<file path="src/rtl/pll_phase_pkg.sv">
// Shared types and defaults for the PLL phase-shift responder.
package pll_phase_pkg;

  typedef enum logic [1:0] {
    ST_IDLE         = 2'd0,
    ST_LATENCY      = 2'd1,
    ST_DONE_LOW     = 2'd2,
    ST_WAIT_RELEASE = 2'd3
  } state_t;

  localparam int STEP_LATENCY_DEF    = 2;
  localparam int DONE_LOW_CYCLES_DEF = 2;
  localparam int PHASE_STEPS_DEF     = 64;

  localparam int PHASE_W = 8;
  // Latency/width counter; wide enough for any sensible latency setting.
  localparam int CNT_W   = 16;

  typedef logic [PHASE_W-1:0] phase_t;

endpackage

</file>
<file path="src/rtl/pll_phase_shift_responder_if.sv">
// Phase-shift handshake between a driver (master) and the responder (slave).
// Signal prefixes are relative to the responder.
interface pll_phase_shift_responder_if;
  import pll_phase_pkg::*;

  logic       i_phasestep;
  logic       i_updown;
  logic       i_pll_select;
  logic       o_phasedone;
  phase_t     o_phase;
  logic [7:0] o_step_count;
  logic       o_busy;
  logic       o_protocol_err;

  modport master (
    output i_phasestep, i_updown, i_pll_select,
    input  o_phasedone, o_phase, o_step_count, o_busy, o_protocol_err
  );

  modport slave (
    input  i_phasestep, i_updown, i_pll_select,
    output o_phasedone, o_phase, o_step_count, o_busy, o_protocol_err
  );

endinterface

</file>
<file path="src/rtl/pll_phase_accumulator.sv">
// Modulo up/down phase position counter. Compare is done at full 8-bit width
// so a modulus of 256 wraps without overflow.
module pll_phase_accumulator
  import pll_phase_pkg::*;
#(
  parameter int PHASE_STEPS = PHASE_STEPS_DEF
) (
  input  logic   i_clk,
  input  logic   i_rst_n,
  input  logic   i_en,
  input  logic   i_up,
  output phase_t o_phase
);

  localparam phase_t PHASE_MAX = phase_t'(PHASE_STEPS - 1);

  // Advance or retard one step per enable, wrapping at the modulus.
  always_ff @(posedge i_clk) begin
    if (!i_rst_n) begin
      o_phase <= '0;
    end else if (i_en) begin
      if (i_up) begin
        o_phase <= (o_phase == PHASE_MAX) ? '0 : o_phase + 8'd1;
      end else begin
        o_phase <= (o_phase == '0) ? PHASE_MAX : o_phase - 8'd1;
      end
    end
  end

endmodule

</file>
<file path="src/rtl/pll_phase_shift_responder.sv">
// Behavioural stand-in for one PLL channel's dynamic phase-shift port.
//
//   state           | meaning
//   ----------------+-----------------------------------------------------
//   ST_IDLE         | waiting for phasestep addressed to this channel
//   ST_LATENCY      | request accepted; first cycle checks minimum hold
//   ST_DONE_LOW     | phasedone driven low for the configured width
//   ST_WAIT_RELEASE | step done; wait for phasestep to drop before rearming
module pll_phase_shift_responder
  import pll_phase_pkg::*;
#(
  parameter int PLL_NUM         = 0,
  parameter int STEP_LATENCY    = STEP_LATENCY_DEF,
  parameter int DONE_LOW_CYCLES = DONE_LOW_CYCLES_DEF,
  parameter int PHASE_STEPS     = PHASE_STEPS_DEF
) (
  input logic                         i_clk,
  input logic                         i_rst_n,
  pll_phase_shift_responder_if.slave  bus
);

  localparam logic [CNT_W-1:0] LAT_LOAD  = CNT_W'(STEP_LATENCY - 1);
  localparam logic [CNT_W-1:0] DONE_LOAD = CNT_W'(DONE_LOW_CYCLES - 1);

  state_t           state;
  logic [CNT_W-1:0] cnt;
  logic             dir_up;
  logic             sel_match;
  logic             step_en;

  assign sel_match = (32'(bus.i_pll_select) == PLL_NUM);

  // The first LATENCY cycle always has cnt == LAT_LOAD != 0 (latency >= 2),
  // so the hold check and the step commit can never coincide.
  assign step_en = (state == ST_LATENCY) && (cnt == '0);

  pll_phase_accumulator #(
    .PHASE_STEPS (PHASE_STEPS)
  ) u_accum (
    .i_clk   (i_clk),
    .i_rst_n (i_rst_n),
    .i_en    (step_en),
    .i_up    (dir_up),
    .o_phase (bus.o_phase)
  );

  // Handshake sequencer with latency/width timer, step counter and error flag.
  always_ff @(posedge i_clk) begin
    if (!i_rst_n) begin
      state              <= ST_IDLE;
      cnt                <= '0;
      dir_up             <= 1'b0;
      bus.o_phasedone    <= 1'b1;
      bus.o_step_count   <= '0;
      bus.o_busy         <= 1'b0;
      bus.o_protocol_err <= 1'b0;
    end else begin
      case (state)
        ST_IDLE: begin
          if (bus.i_phasestep && sel_match) begin
            dir_up     <= bus.i_updown;
            cnt        <= LAT_LOAD;
            state      <= ST_LATENCY;
            bus.o_busy <= 1'b1;
          end
        end
        ST_LATENCY: begin
          if ((cnt == LAT_LOAD) && !bus.i_phasestep) begin
            bus.o_protocol_err <= 1'b1;
            cnt                <= '0;
            state              <= ST_IDLE;
            bus.o_busy         <= 1'b0;
          end else if (cnt == '0) begin
            bus.o_phasedone  <= 1'b0;
            bus.o_step_count <= (bus.o_step_count == 8'hFF) ? 8'hFF
                                                            : bus.o_step_count + 8'd1;
            cnt              <= DONE_LOAD;
            state            <= ST_DONE_LOW;
          end else begin
            cnt <= cnt - 1'b1;
          end
        end
        ST_DONE_LOW: begin
          if (cnt == '0) begin
            bus.o_phasedone <= 1'b1;
            state           <= ST_WAIT_RELEASE;
          end else begin
            cnt <= cnt - 1'b1;
          end
        end
        ST_WAIT_RELEASE: begin
          if (!bus.i_phasestep) begin
            state      <= ST_IDLE;
            bus.o_busy <= 1'b0;
          end
        end
        default: begin
          state      <= ST_IDLE;
          bus.o_busy <= 1'b0;
        end
      endcase
    end
  end

endmodule
</file>
<file path="src/flat_wrapper.sv">
// flat-port wrapper written by rule: the top's interface ports become plain ports
module pll_phase_shift_responder_flat import pll_phase_pkg::*;
#(
  parameter int PLL_NUM         = 0,
  parameter int STEP_LATENCY    = STEP_LATENCY_DEF,
  parameter int DONE_LOW_CYCLES = DONE_LOW_CYCLES_DEF,
  parameter int PHASE_STEPS     = PHASE_STEPS_DEF
)
  (i_clk, i_rst_n, bus_i_phasestep, bus_i_updown, bus_i_pll_select, bus_o_phasedone, bus_o_phase, bus_o_step_count, bus_o_busy, bus_o_protocol_err);
  pll_phase_shift_responder_if bus_i ();
  input logic i_clk;
  input logic i_rst_n;
  input wire logic [$bits(bus_i.i_phasestep)-1:0] bus_i_phasestep;
  input wire logic [$bits(bus_i.i_updown)-1:0] bus_i_updown;
  input wire logic [$bits(bus_i.i_pll_select)-1:0] bus_i_pll_select;
  output wire logic [$bits(bus_i.o_phasedone)-1:0] bus_o_phasedone;
  output wire logic [$bits(bus_i.o_phase)-1:0] bus_o_phase;
  output wire logic [$bits(bus_i.o_step_count)-1:0] bus_o_step_count;
  output wire logic [$bits(bus_i.o_busy)-1:0] bus_o_busy;
  output wire logic [$bits(bus_i.o_protocol_err)-1:0] bus_o_protocol_err;
  assign bus_i.i_phasestep = bus_i_phasestep;
  assign bus_i.i_updown = bus_i_updown;
  assign bus_i.i_pll_select = bus_i_pll_select;
  assign bus_o_phasedone = bus_i.o_phasedone;
  assign bus_o_phase = bus_i.o_phase;
  assign bus_o_step_count = bus_i.o_step_count;
  assign bus_o_busy = bus_i.o_busy;
  assign bus_o_protocol_err = bus_i.o_protocol_err;
  pll_phase_shift_responder #(.PLL_NUM(PLL_NUM), .STEP_LATENCY(STEP_LATENCY), .DONE_LOW_CYCLES(DONE_LOW_CYCLES), .PHASE_STEPS(PHASE_STEPS)) u_core (.i_clk(i_clk), .i_rst_n(i_rst_n), .bus(bus_i));
endmodule
</file>
<file path="config.mk">
export PLATFORM = sky130hd
export DESIGN_NAME = pll_phase_shift_responder_flat
export DESIGN_NICKNAME = d
export VERILOG_FILES = /design/src/rtl/pll_phase_pkg.sv /design/src/rtl/pll_phase_shift_responder_if.sv /design/src/rtl/pll_phase_accumulator.sv /design/src/rtl/pll_phase_shift_responder.sv /design/src/flat_wrapper.sv
export SDC_FILE = /design/constraint.sdc
export NUM_CORES = 1
export LEC_CHECK = 0
export ABC_AREA = 1
export ABC_CLOCK_PERIOD_IN_PS = 2250
export BUFFER_PORTS_ARGS = -buffer_cell sky130_fd_sc_hd__clkbuf_2
export CAP_MARGIN = 20
export CORE_MARGIN = 5
export CORE_UTILIZATION = 60
export CTS_CLUSTER_DIAMETER = 150
export DETAILED_ROUTE_END_ITERATION = 6
export HOLD_SLACK_MARGIN = 0.15
export PLACE_DENSITY = 0.88
export SETUP_SLACK_MARGIN = 0.05
export SLEW_MARGIN = 5
export SYNTH_ARGS = -nofsm -noshare
export SYNTH_HDL_FRONTEND = slang
export SYNTH_HIERARCHICAL = 1
export SYNTH_SLANG_ARGS = --single-unit
</file>
<file path="constraint.sdc">
create_clock -name i_clk -period 2.25 [get_ports i_clk]
set_input_delay 0.225 -clock i_clk [delete_from_list [all_inputs] [get_ports i_clk]]
set_output_delay 0.225 -clock i_clk [all_outputs]
set_load 0.05 [all_outputs]
</file>
Yosys cells after proc, flatten, opt, wreduce, memory -nomap -nowiden
Cells that the tools add are included.
{"block": "word_totals", "register_bits": 38, "in_bits": 5, "out_inout_bits": 19, "word_cells": 68}
{"block": "classes", "n_addsub": 4, "n_eq_ne": 14, "n_mux": 23, "bitwise_logic": 2, "n_reduce_logical": 17}
{"cell": "two-way mux 16 bit", "n": 4}
{"cell": "one-hot mux 16 bit (3 select lines)", "n": 1}
{"cell": "two-way mux 8 bit", "n": 4}
{"cell": "adder 8 x 1 -> 8 bit, second input constant", "n": 2}
{"cell": "equality test 16 x 1 -> 1 bit, second input constant", "n": 1}
{"cell": "zero test 16 bit", "n": 1}
{"cell": "subtractor 16 x 1 -> 16 bit, second input constant", "n": 1}
{"cell": "AND reduction 4 bit", "n": 3}
{"cell": "two-way mux 2 bit", "n": 5}
{"cell": "inequality test 2 bit, second input constant", "n": 5}
{"cell": "equality test 8 x 6 -> 1 bit, second input constant", "n": 1}
{"cell": "equality test 8 bit, second input constant", "n": 1}
{"cell": "zero test 8 bit", "n": 1}
{"cell": "one-hot mux 2 bit (4 select lines)", "n": 1}
{"cell": "subtractor 8 x 1 -> 8 bit, second input constant", "n": 1}
{"cell": "two-way mux 1 bit", "n": 6}
{"cell": "AND reduction 3 bit", "n": 2}
{"cell": "nonzero test 3 bit", "n": 2}
{"cell": "equality test 2 bit, second input constant", "n": 2}
{"cell": "inequality test 2 x 1 -> 1 bit, second input constant", "n": 2}
{"cell": "AND reduction 2 bit", "n": 2}
{"cell": "logical AND 1 bit", "n": 3}
{"cell": "inequality test 3 bit, second input constant", "n": 1}
{"cell": "one-hot mux 1 bit (3 select lines)", "n": 1}
{"cell": "other kinds (6)", "n": 7}

Longest topological paths before layout
Gate-level depths: netlist of the first run.
{"block": "depth", "word_depth": 4, "depth_mapped": 14, "ltp_nobuf": 14}

Modules after synthesis
Netlist of the first run, hierarchy kept.
{"mod": "pll_phase_shift_responder", "n_inst": 1, "cells_each": 265, "area_each_um2": 1835.5, "seq_area_each_um2": 600.6}
{"mod": "pll_phase_accumulator", "n_inst": 1, "cells_each": 125, "area_each_um2": 763.2, "seq_area_each_um2": 160.2}

Least setup slack after synthesis of the first run
Ideal clock, no wire load.
{"block": "synth_path", "kind": "register to register", "from": "reg u_core.u_accum.o_phase[0]", "to": "reg u_core.u_accum.o_phase[5]", "setup_ps": 109, "arrival_time_ps": 1676, "t_required_ps": 2141, "slack_ps": 465, "path_stages_with_launch": 11, "n_path_buf": 0, "period_less_slack_ps": 1785, "cell_sequence": "dfxtp_1 > inv_1 > ha_1 > nand3_2 > inv_1 > nand2_1 > nand3_1 > nand2_1 > nand3_1 > nand2_1 > inv_1"}
{"block": "synth_via", "elab_chain_cells": 3, "word_cells_on_any_way": 7, "cone_classes": "2 x add/sub; 1 x eq/ne; 3 x mux; 1 x reduce/logical"}
{"item": "start, declared", "line": "pll_phase_accumulator.sv:12", "rtl": "output phase_t o_phase"}
{"item": "start signal, assigned", "line": "pll_phase_accumulator.sv:23", "rtl": "o_phase <= (o_phase == PHASE_MAX) ? '0 : o_phase + 8'd1;"}
{"item": "start signal, assigned", "line": "pll_phase_accumulator.sv:25", "rtl": "o_phase <= (o_phase == '0) ? PHASE_MAX : o_phase - 8'd1;"}
{"item": "subtractor 8 x 1 -> 8 bit (tied with other cells)", "line": "pll_phase_accumulator.sv:25"}
{"item": "two-way mux 8 bit (on tied branches)", "line": "pll_phase_accumulator.sv:25, pll_phase_accumulator.sv:23"}
{"item": "two-way mux 8 bit (*)", "line": "pll_phase_accumulator.sv:22", "rtl": "if (i_up) begin"}
Mark *: on every way between the ends. The rest lies on a longest branch, timed or not.
A chain may end at the register's enable or synchronous reset.

Worst setup path after layout of the first run
{"block": "layout_path", "from": "reg u_core.cnt[0]", "to": "reg u_core.u_accum.o_phase[6]"}
{"block": "layout_via", "elab_chain_cells": 2}
{"item": "start, declared", "line": "pll_phase_shift_responder.sv:26", "rtl": "logic [CNT_W-1:0] cnt;"}
{"item": "start signal, assigned", "line": "pll_phase_shift_responder.sv:80", "rtl": "cnt <= cnt - 1'b1;"}
{"item": "start signal, assigned", "line": "pll_phase_shift_responder.sv:88", "rtl": "cnt <= cnt - 1'b1;"}
{"item": "zero test 16 bit", "line": "pll_phase_shift_responder.sv:35", "rtl": "assign step_en = (state == ST_LATENCY) && (cnt == '0);"}
{"item": "logical AND 1 bit", "line": "pll_phase_shift_responder.sv:35"}
{"item": "named net u_core.step_en", "line": "pll_phase_shift_responder.sv:29", "rtl": "logic step_en;"}
The timed path passes the listed nets, and every way through them passes these cells.

==> results of run 1 <==
-- final timing paths --
path                            cells after the start               from                        end  slack [ns]
worst min-delay path                                3       bus_i_updown              u_core/dir_up        0.21
worst min register to register                      2  u_core/bus.o_busy          u_core/bus.o_busy        0.47
worst max-delay path                                9      u_core/cnt[0]  u_core/u_accum/o_phase[6]        0.38
worst max register to register                      9      u_core/cnt[0]  u_core/u_accum/o_phase[6]        0.38
-- metrics by stage --
stage / hold slack [ns] / setup slack, ns / instances
floorplan: 0.363 / 0.465 / 390
global placement: 0.434 / 0.511 / 460
detailed placement: 0.447 / 0.413 / 460
CTS: 0.207 / 0.389 / 468
global route: 0.226 / 0.186 / 468
finish: 0.213 / 0.383 / 468
-- cells in the final DEF (no fill, tap or decap), types with 7 or more instances in the layout --
cell      instances
nand2_1          82
nor2_1           54
inv_1            51
dfxtp_1          38
nand3_1          29
clkbuf_2         23
o21ai_0          23
a21oi_1          23
ha_1             11
nand2_2           9
nand4_1           9
xnor2_1           8
nor2_4            7
-- routing by layer --
metal / GRT usage / up-vias
met2: 0.371 / 45
met5: 0 / -
li1: - / 1292
met1: 0.283 / 1147
met4: 0.101 / 0
met3: 0.0449 / 13
-- tightest hold or removal path, delay by kind of cell --
| kind | cells | cell delay (ns) |
|---|---|---|
| compound gates | 2 | 0.17 |
| buf+inv | 1 | 0.08 |
-- registers in the layout, summed over array words and instances (netlist names), named ones only --
register	flops
u_core/bus.o_phasedone	1
u_core/bus.o_protocol_err	1
u_core/u_accum/o_phase	8
u_core/dir_up	1
u_core/bus.o_busy	1
u_core/bus.o_step_count	8
u_core/cnt	16
u_core/state	1
-- kinds of logic (layout without fill, tap and decap cells) --
kind of cell | Yosys count | after routing | share of synthesized area
compound gates | 57 | 57 | 0.116
xor+xnor | 13 | 13 | 0.0438
fa+ha+maj | 11 | 11 | 0.0530
buf+inv | 60 | 86 | 0.0987
flops | 38 | 38 | 0.293
simple gates | 211 | 211 | 0.396
-- layout make-up --
type                            instances  area (sq um)
Sequential cell                        38           761
Clock buffer                            5          68.8
Fill cell                             366          1420
Inverter                               54           205
Multi-Input combinational cell        292          1580
Clock inverter                          3          40.0
Timing Repair Buffer                   24           123
Tap cell                               52          65.1
==> results.json, run 1 <==
{
  "status": "complete, no violations",
  "port_buffers": 23,
  "synth_common_cells": "nand2_1 (82), nor2_1 (54), inv_1 (51)",
  "fin_util": 0.667,
  "via_count": 2497,
  "skew_ns": 0.00508,
  "synthArstFlopShare": 0,
  "worst-setup-path-type": "reg2reg",
  "cap_violations": 0,
  "slowest_stage": "dfxtp_1",
  "grt_max_degree": 18,
  "synth_top_area_cell": "dfxtp_1",
  "synthCells": 390,
  "holdBufCountCts": 0,
  "synth.most_common_cell": "nand2_1",
  "drc": 0,
  "die_w_microns": 75.8,
  "cp_top_family": "simple AND/OR/NAND/NOR gates",
  "rsz0062_at_grt": "false",
  "drv_slew": 0,
  "worstMarginPinSlew_ns": 0.469,
  "max_freq_mhz": 536,
  "synth_seq_cells": 38,
  "hp-class": "in2reg",
  "yosys.cell_types.count": 34,
  "drt-initial-drc-count": 127,
  "viasPerCell": 5.34,
  "dieArea_sq_mm": 0.00575,
  "dr.pass1.iters": 5,
  "clockBufferDepth": 2,
  "grt_pass1_wl_microns": 10100,
  "synth_top_area_share": 0.293,
  "io_pins": 24,
  "finalCritPeriodShare": 0.830,
  "grtUsageTotal": 0.225,
  "drt-met1-wl_microns": 2620,
  "worstPathRequired_ns": 2.43,
  "root_buffer": "clkbuf_8",
  "cp_max_fo": 7,
  "cts_tree": "built",
  "grt_overflow": 0,
  "netlist_area_sq_mm": 0.00260,
  "area_delta_synth_final_pct": 9.44,
  "start_util": 0.609,
  "clkTransAtPathRegs_ns": 0.08,
  "critical-path-max-stage-delay_ns": 0.34,
  "synth.area.top_cells": "dfxtp_1 (29%), nand2_1 (12%), nor2_1 (7.8%)",
  "clk_latency_ns": 0.29,
  "core_region_area_sq_mm": 0.00426,
  "avgSynthCellArea_sq_um": 6.66,
  "cp_cell_sequence": "inv_1 > ha_1 > nand2_1 > nor2_4 > nand2_4 > nor2_1 > inv_1 > a21oi_1 > a21oi_1",
  "dpl.hpwl_microns": 4410,
  "diodes": 0,
  "cts_buffers": 5,
  "highest_layer": "met4",
  "postRouteAntennaNets": 0,
  "wirelength_microns": 5880,
  "end_kind": "register",
  "drive_gt1_frac": 0.161,
  "cts_resized": 0,
  "antenna_found_initial": 0,
  "finalCriticalPeriod_ns": 1.87,
  "routedWlPerCell_microns": 12.6,
  "ys_warn_count": 6,
  "grt_pass1_vias": 2272,
  "std_cell_rows": 24,
  "postPlaceCellArea_sq_mm": 0.00274,
  "place_congestion": 0.888,
  "met3_length_microns": 208,
  "synth-seq-area-share": 0.293,
  "clock_sinks": 38,
  "synth-edff-count": 0,
  "finalHoldViolations": 0,
  "ctsHtreeMaxLevel": 2,
  "finalSetupViolCount": 0,
  "synth_nets": 406,
  "cp_data_arrival_time_ns": 2.05,
  "finalInstanceArea_sq_mm": 0.00284,
  "post_cts_buffers": 0,
  "slew_headroom": 0.686,
  "routed-wl-met2_microns": 2930,
  "die_y_microns": 75.8,
  "ys.flop_type": "dfxtp_1",
  "cp_num_buf_inv": 2,
  "num-nets-final": 431,
  "cp-start-kind": "register",
  "setup_tns_ns": 0
}
Power of run 1 is not shown: default switching activity piles up to over one toggle a cycle in this logic, so the estimate is an artifact.
==> run 2, diff against run 1 <==
- ABC_CLOCK_PERIOD_IN_PS: 2250 -> 1800
- clock period: 2.25 -> 1.8 ns (I/O delays scaled with it)
==> results.json, run 2 (synthesis results as in run 1) <==
{
  "status": "complete, no violations",
  "via_count": 2565,
  "grt_pass1_wl_microns": 9290,
  "dpl.hpwl_microns": 4350,
  "viasPerCell": 5.39,
  "finalInstanceArea_sq_mm": 0.00293,
  "antenna_found_initial": 0,
  "finalCritPeriodShare": 0.959,
  "cp_top_family": "compound AO/OA/AOI/OAI gates",
  "hp-class": "in2reg",
  "clockBufferDepth": 2,
  "grt_pass1_vias": 2251,
  "grtUsageTotal": 0.208,
  "die_y_microns": 75.8,
  "io_pins": 24,
  "skew_ns": 0.0131,
  "root_buffer": "clkbuf_8",
  "slowest_stage": "dfxtp_2",
  "holdBufCountCts": 0,
  "biggestRegsByFlops": "u_core/cnt x16, u_core/bus.o_step_count x8, u_core/u_accum/o_phase x8",
  "wirelength_microns": 6040,
  "worstPathRequired_ns": 2.02,
  "clock_sinks": 38,
  "worst-setup-path-type": "reg2reg",
  "ctsHtreeMaxLevel": 2,
  "diodes": 0,
  "finalHoldViolations": 0,
  "finalCriticalPeriod_ns": 1.73,
  "clk_latency_ns": 0.30,
  "max_freq_mhz": 580,
  "critical-path-max-stage-delay_ns": 0.33,
  "dr.pass1.iters": 5,
  "num-nets-final": 439,
  "area_delta_synth_final_pct": 12.7,
  "drive_gt1_frac": 0.200,
  "worstMarginPinSlew_ns": 0.438,
  "cp_cell_sequence": "inv_1 > ha_2 > a21boi_0 > nor2_1 > nand2_4 > buf_6 > buf_4 > nand2_1 > a21oi_1",
  "whs_ns": 0.166,
  "grt_max_degree": 18,
  "postPlaceCellArea_sq_mm": 0.00277,
  "cts_tree": "built",
  "fin_util": 0.687,
  "postRouteAntennaNets": 0,
  "fin_ws_ns": 0.0745,
  "layout_commonest_cell": "nand2_1",
  "port_buffers": 23,
  "cp-start-kind": "register",
  "largest_reg_flops": 16,
  "rsz0062_at_grt": "true",
  "place_congestion": 0.943,
  "cp_num_buf_inv": 3,
  "cap_violations": 0,
  "regMostFlops": "u_core/cnt",
  "drc": 0,
  "layout_common_cells": "nand2_1 (82), inv_1 (50), nor2_1 (49)",
  "grt_overflow": 0,
  "cts_buffers": 5,
  "cp_data_arrival_time_ns": 1.94,
  "finalSetupViolCount": 0,
  "start_util": 0.609,
  "end_kind": "register",
  "core_region_area_sq_mm": 0.00426,
  "slew_headroom": 0.707,
  "drt-initial-drc-count": 161,
  "dieArea_sq_mm": 0.00575,
  "drv_slew": 0,
  "die_w_microns": 75.8,
  "cp_max_fo": 6,
  "std_cell_rows": 24,
  "clkTransAtPathRegs_ns": 0.07,
  "routedWlPerCell_microns": 12.7,
  "post-place-ws_ns": 0.0744
}
==> run 2: cell count changes in the layout (fill, tap and decap cells not counted), sizes merged <==
| cell | change |
|---|---|
| buf | +8 |
| clkbuf | +2 |
| bufinv | -1 |
| clkinv | -1 |
==> run 2: layer usage <==
metal,track usage,vias up,share of wire,wire length (microns)
li1,-,1305,-,-
met1,0.249,1183,0.45,2710
met2,0.355,65,0.49,2940
met3,0.0554,12,0.045,269
met4,0.0816,0,0.019,113
met5,0,-,0,0
==> run 2: worst paths after layout <==
| check | cells after the start | endpoint | start | slack, ns |
|---|---|---|---|---|
| setup / recovery | 9 | u_core/cnt[13] | u_core/state[0] | 0.07 |
| hold / removal | 3 | u_core/dir_up | bus_i_updown | 0.17 |
| setup reg to reg | 9 | u_core/cnt[13] | u_core/state[0] | 0.07 |
| hold reg to reg | 2 | u_core/bus.o_busy | u_core/bus.o_busy | 0.46 |
==> run 2: per-stage QoR <==
step,std cells,TNS [ns]
floorplan,390,0
global placement,464,0
detailed placement,464,0
CTS,472,0
global route,476,-0.0438
finish,476,0
==> run 2: cell type report <==
cell class / count / area, sq um
fill: 379 / 1340
clock buffer: 7 / 86.3
sequential: 38 / 766
multi-input combinational: 292 / 1600
tap: 52 / 65.1
inverter: 54 / 205
timing repair buffer: 32 / 199
clock inverter: 1 / 5.00
==> run 2: repair_timing <==
action                     CTS  global route
setup endpoints to repair    0            28
buffers inserted             0             4
gates resized for setup      0            13
==> run 2: worst min-delay path, delay by kind of cell <==
kind                   cells  cell delay (ns)
AO/OA/AOI/OAI              2             0.18
buffers and inverters      1             0.07
Power of run 2 is left out for the same reason.
==> run 3, diff against run 2 <==
- ABC_CLOCK_PERIOD_IN_PS: 1800 -> 1520
- CORE_UTILIZATION: 60 -> 56
- CTS_BUF_LIST: not set -> sky130_fd_sc_hd__clkbuf_8
- PLACE_DENSITY: 0.88 -> 0.87
- clock period: 1.8 -> 1.52 ns (I/O delays scaled with it)
==> results.json, run 3 (synthesis results as in run 1) <==
{
  "clock_sinks": 38,
  "area_delta_synth_final_pct": 37.6,
  "finalInstanceArea_sq_mm": 0.00357,
  "slowest_stage": "dfxtp_2",
  "regArea_sq_um": 787,
  "dr.pass1.iters": 5,
  "skew_ns": 0.00982,
  "io_pins": 24,
  "multi_input_area_sq_mm": 0.00186,
  "clockBufferDepth": 2,
  "drt-initial-drc-count": 361,
  "rsz0062_at_grt": "true",
  "place_congestion": 0.893,
  "num-nets-final": 484,
  "rr_endpoint": "u_core/state[0]",
  "hold_depth": 4,
  "holdPathEnd": "u_core/dir_up",
  "rrSetupSlack_ns": -0.19,
  "drc": 0,
  "core_region_area_sq_mm": 0.00441,
  "clkTransAtPathRegs_ns": 0.08,
  "worstPathRequired_ns": 1.71,
  "worst-setup-path-type": "reg2reg",
  "cap_violations": 0,
  "cp_data_arrival_time_ns": 1.91,
  "finalCritPeriodShare": 1.13,
  "clk_latency_ns": 0.30,
  "viasPerCell": 6.10,
  "antenna_found_initial": 0,
  "die_w_microns": 78.1,
  "slew_headroom": 0.673,
  "status": "finished with violations",
  "std_cell_rows": 24,
  "rr_worst_depth": 13,
  "wirelength_microns": 9060,
  "critical-path-max-stage-delay_ns": 0.34,
  "port_buffers": 23,
  "largest_reg_flops": 16,
  "start_util": 0.589,
  "fin_ws_ns": -0.194,
  "postPlaceCellArea_sq_mm": 0.00303,
  "num-fill-cells": 257,
  "diodes": 0,
  "biggestRegsByFlops": "u_core/cnt x16, u_core/bus.o_step_count x8, u_core/u_accum/o_phase x8",
  "violations": "setup timing",
  "cts_tree": "built",
  "cp_max_fo": 5,
  "worstMarginPinSlew_ns": 0.490,
  "postRouteAntennaNets": 0,
  "hp-class": "in2reg",
  "r2r_start": "u_core/cnt[1]",
  "root_buffer": "clkbuf_8",
  "cp-start-kind": "register",
  "cts_buffers": 5,
  "layout_common_cells": "nand2_1 (73), inv_1 (46), buf_4 (46)",
  "grt_pass1_wl_microns": 13100,
  "routedWlPerCell_microns": 17.4,
  "max_freq_mhz": 584,
  "grt_max_degree": 18,
  "crit_top_cell": "nand2_1",
  "drive_gt1_frac": 0.394,
  "drv_slew": 0,
  "regMostFlops": "u_core/cnt",
  "end_kind": "register",
  "via_count": 3178,
  "dpl.hpwl_microns": 4750,
  "worstHoldStart": "bus_i_pll_select",
  "cp_num_buf_inv": 2,
  "grt_pass1_vias": 2926,
  "finalSetupViolCount": 36,
  "grt_overflow": 0,
  "ctsHtreeMaxLevel": 2,
  "grtUsageTotal": 0.262,
  "die_y_microns": 78.1,
  "finalCriticalPeriod_ns": 1.71,
  "finalHoldViolations": 0,
  "cp_top_family": "simple AND/OR/NAND/NOR gates",
  "cp_cell_sequence": "inv_4 > ha_4 > inv_2 > nor2_2 > nand2_1 > nor2_2 > nand2_2 > nand2_4 > nand2_4 > a21oi_4 > nand2_1 > nand2_1 > nor2_1",
  "layout_commonest_cell": "nand2_1",
  "dieArea_sq_mm": 0.00610
}
[run 3: final cells by class]
cell class                      instances  area share
Multi-Input combinational cell        293       0.519
Timing Repair inverter                  1     0.00175
Clock inverter                          2     0.00245
Sequential cell                        38       0.220
Clock buffer                            6      0.0231
Tap cell                               52      0.0182
Timing Repair Buffer                   75       0.152
Inverter                               54      0.0627
[run 3: worst max path at each step]
stage	from	end	slack (ns)	depth (start not counted)
after global routing	u_core/cnt[1]	u_core/state[0]	-0.33	13
after detailed placement	register	u_core/cnt[14]	-0.11	8
final	u_core/cnt[1]	u_core/state[0]	-0.19	13
after floorplan	u_core/u_accum/o_phase[5]	u_core/u_accum/o_phase[5]	0.04	8
after CTS	u_core/cnt[0]	u_core/cnt[11]	-0.01	10
after global placement	u_core/cnt[0]	u_core/cnt[14]	-0.04	10
[run 3: routing by layer]
layer  part of all wire  vias up  track usage
met3              0.082       75       0.0686
met1               0.36     1478        0.284
met5                  0        -            0
met4              0.066        0        0.149
met2               0.49      228        0.458
li1                   -     1397            -
[run 3: repair_timing]
| action | in CTS | in global routing |
|---|---|---|
| setup endpoints to repair | 30 | 37 |
| hold buffers | 1 | 0 |
| gates cloned | 2 | 0 |
| pin swaps | 21 | 24 |
| endpoints found under the hold margin | 1 | 0 |
| resized for setup | 58 | 36 |
| buffers inserted | 8 | 7 |
[run 3: worst reg2reg max path: cells and delay by family, from the launching register on]
family | cells | cell delay, ns
AND/OR/NAND/NOR | 9 | 0.88
AO/OA/AOI/OAI | 1 | 0.14
flip-flops | 1 | 0.34
buffers and inverters | 2 | 0.12
adder cells (fa/ha/maj) | 1 | 0.13
[run 3: stage by stage]
step / hold slack, ns / util / setup WS (ns) / TNS, ns / instances
2_1_floorplan: 0.280 / - / 0.0400 / 0 / 390
3_3_place_gp: 0.433 / 0.686 / -0.0401 / -0.286 / 495
3_5_place_dp: 0.439 / 0.686 / -0.115 / -1.02 / 495
4_1_cts: 0.184 / 0.773 / -0.0131 / -0.0552 / 514
5_1_grt: 0.281 / 0.810 / -0.328 / -7.35 / 521
6_report: 0.253 / 0.810 / -0.194 / -4.28 / 521
Power of run 3 is left out for the same reason.
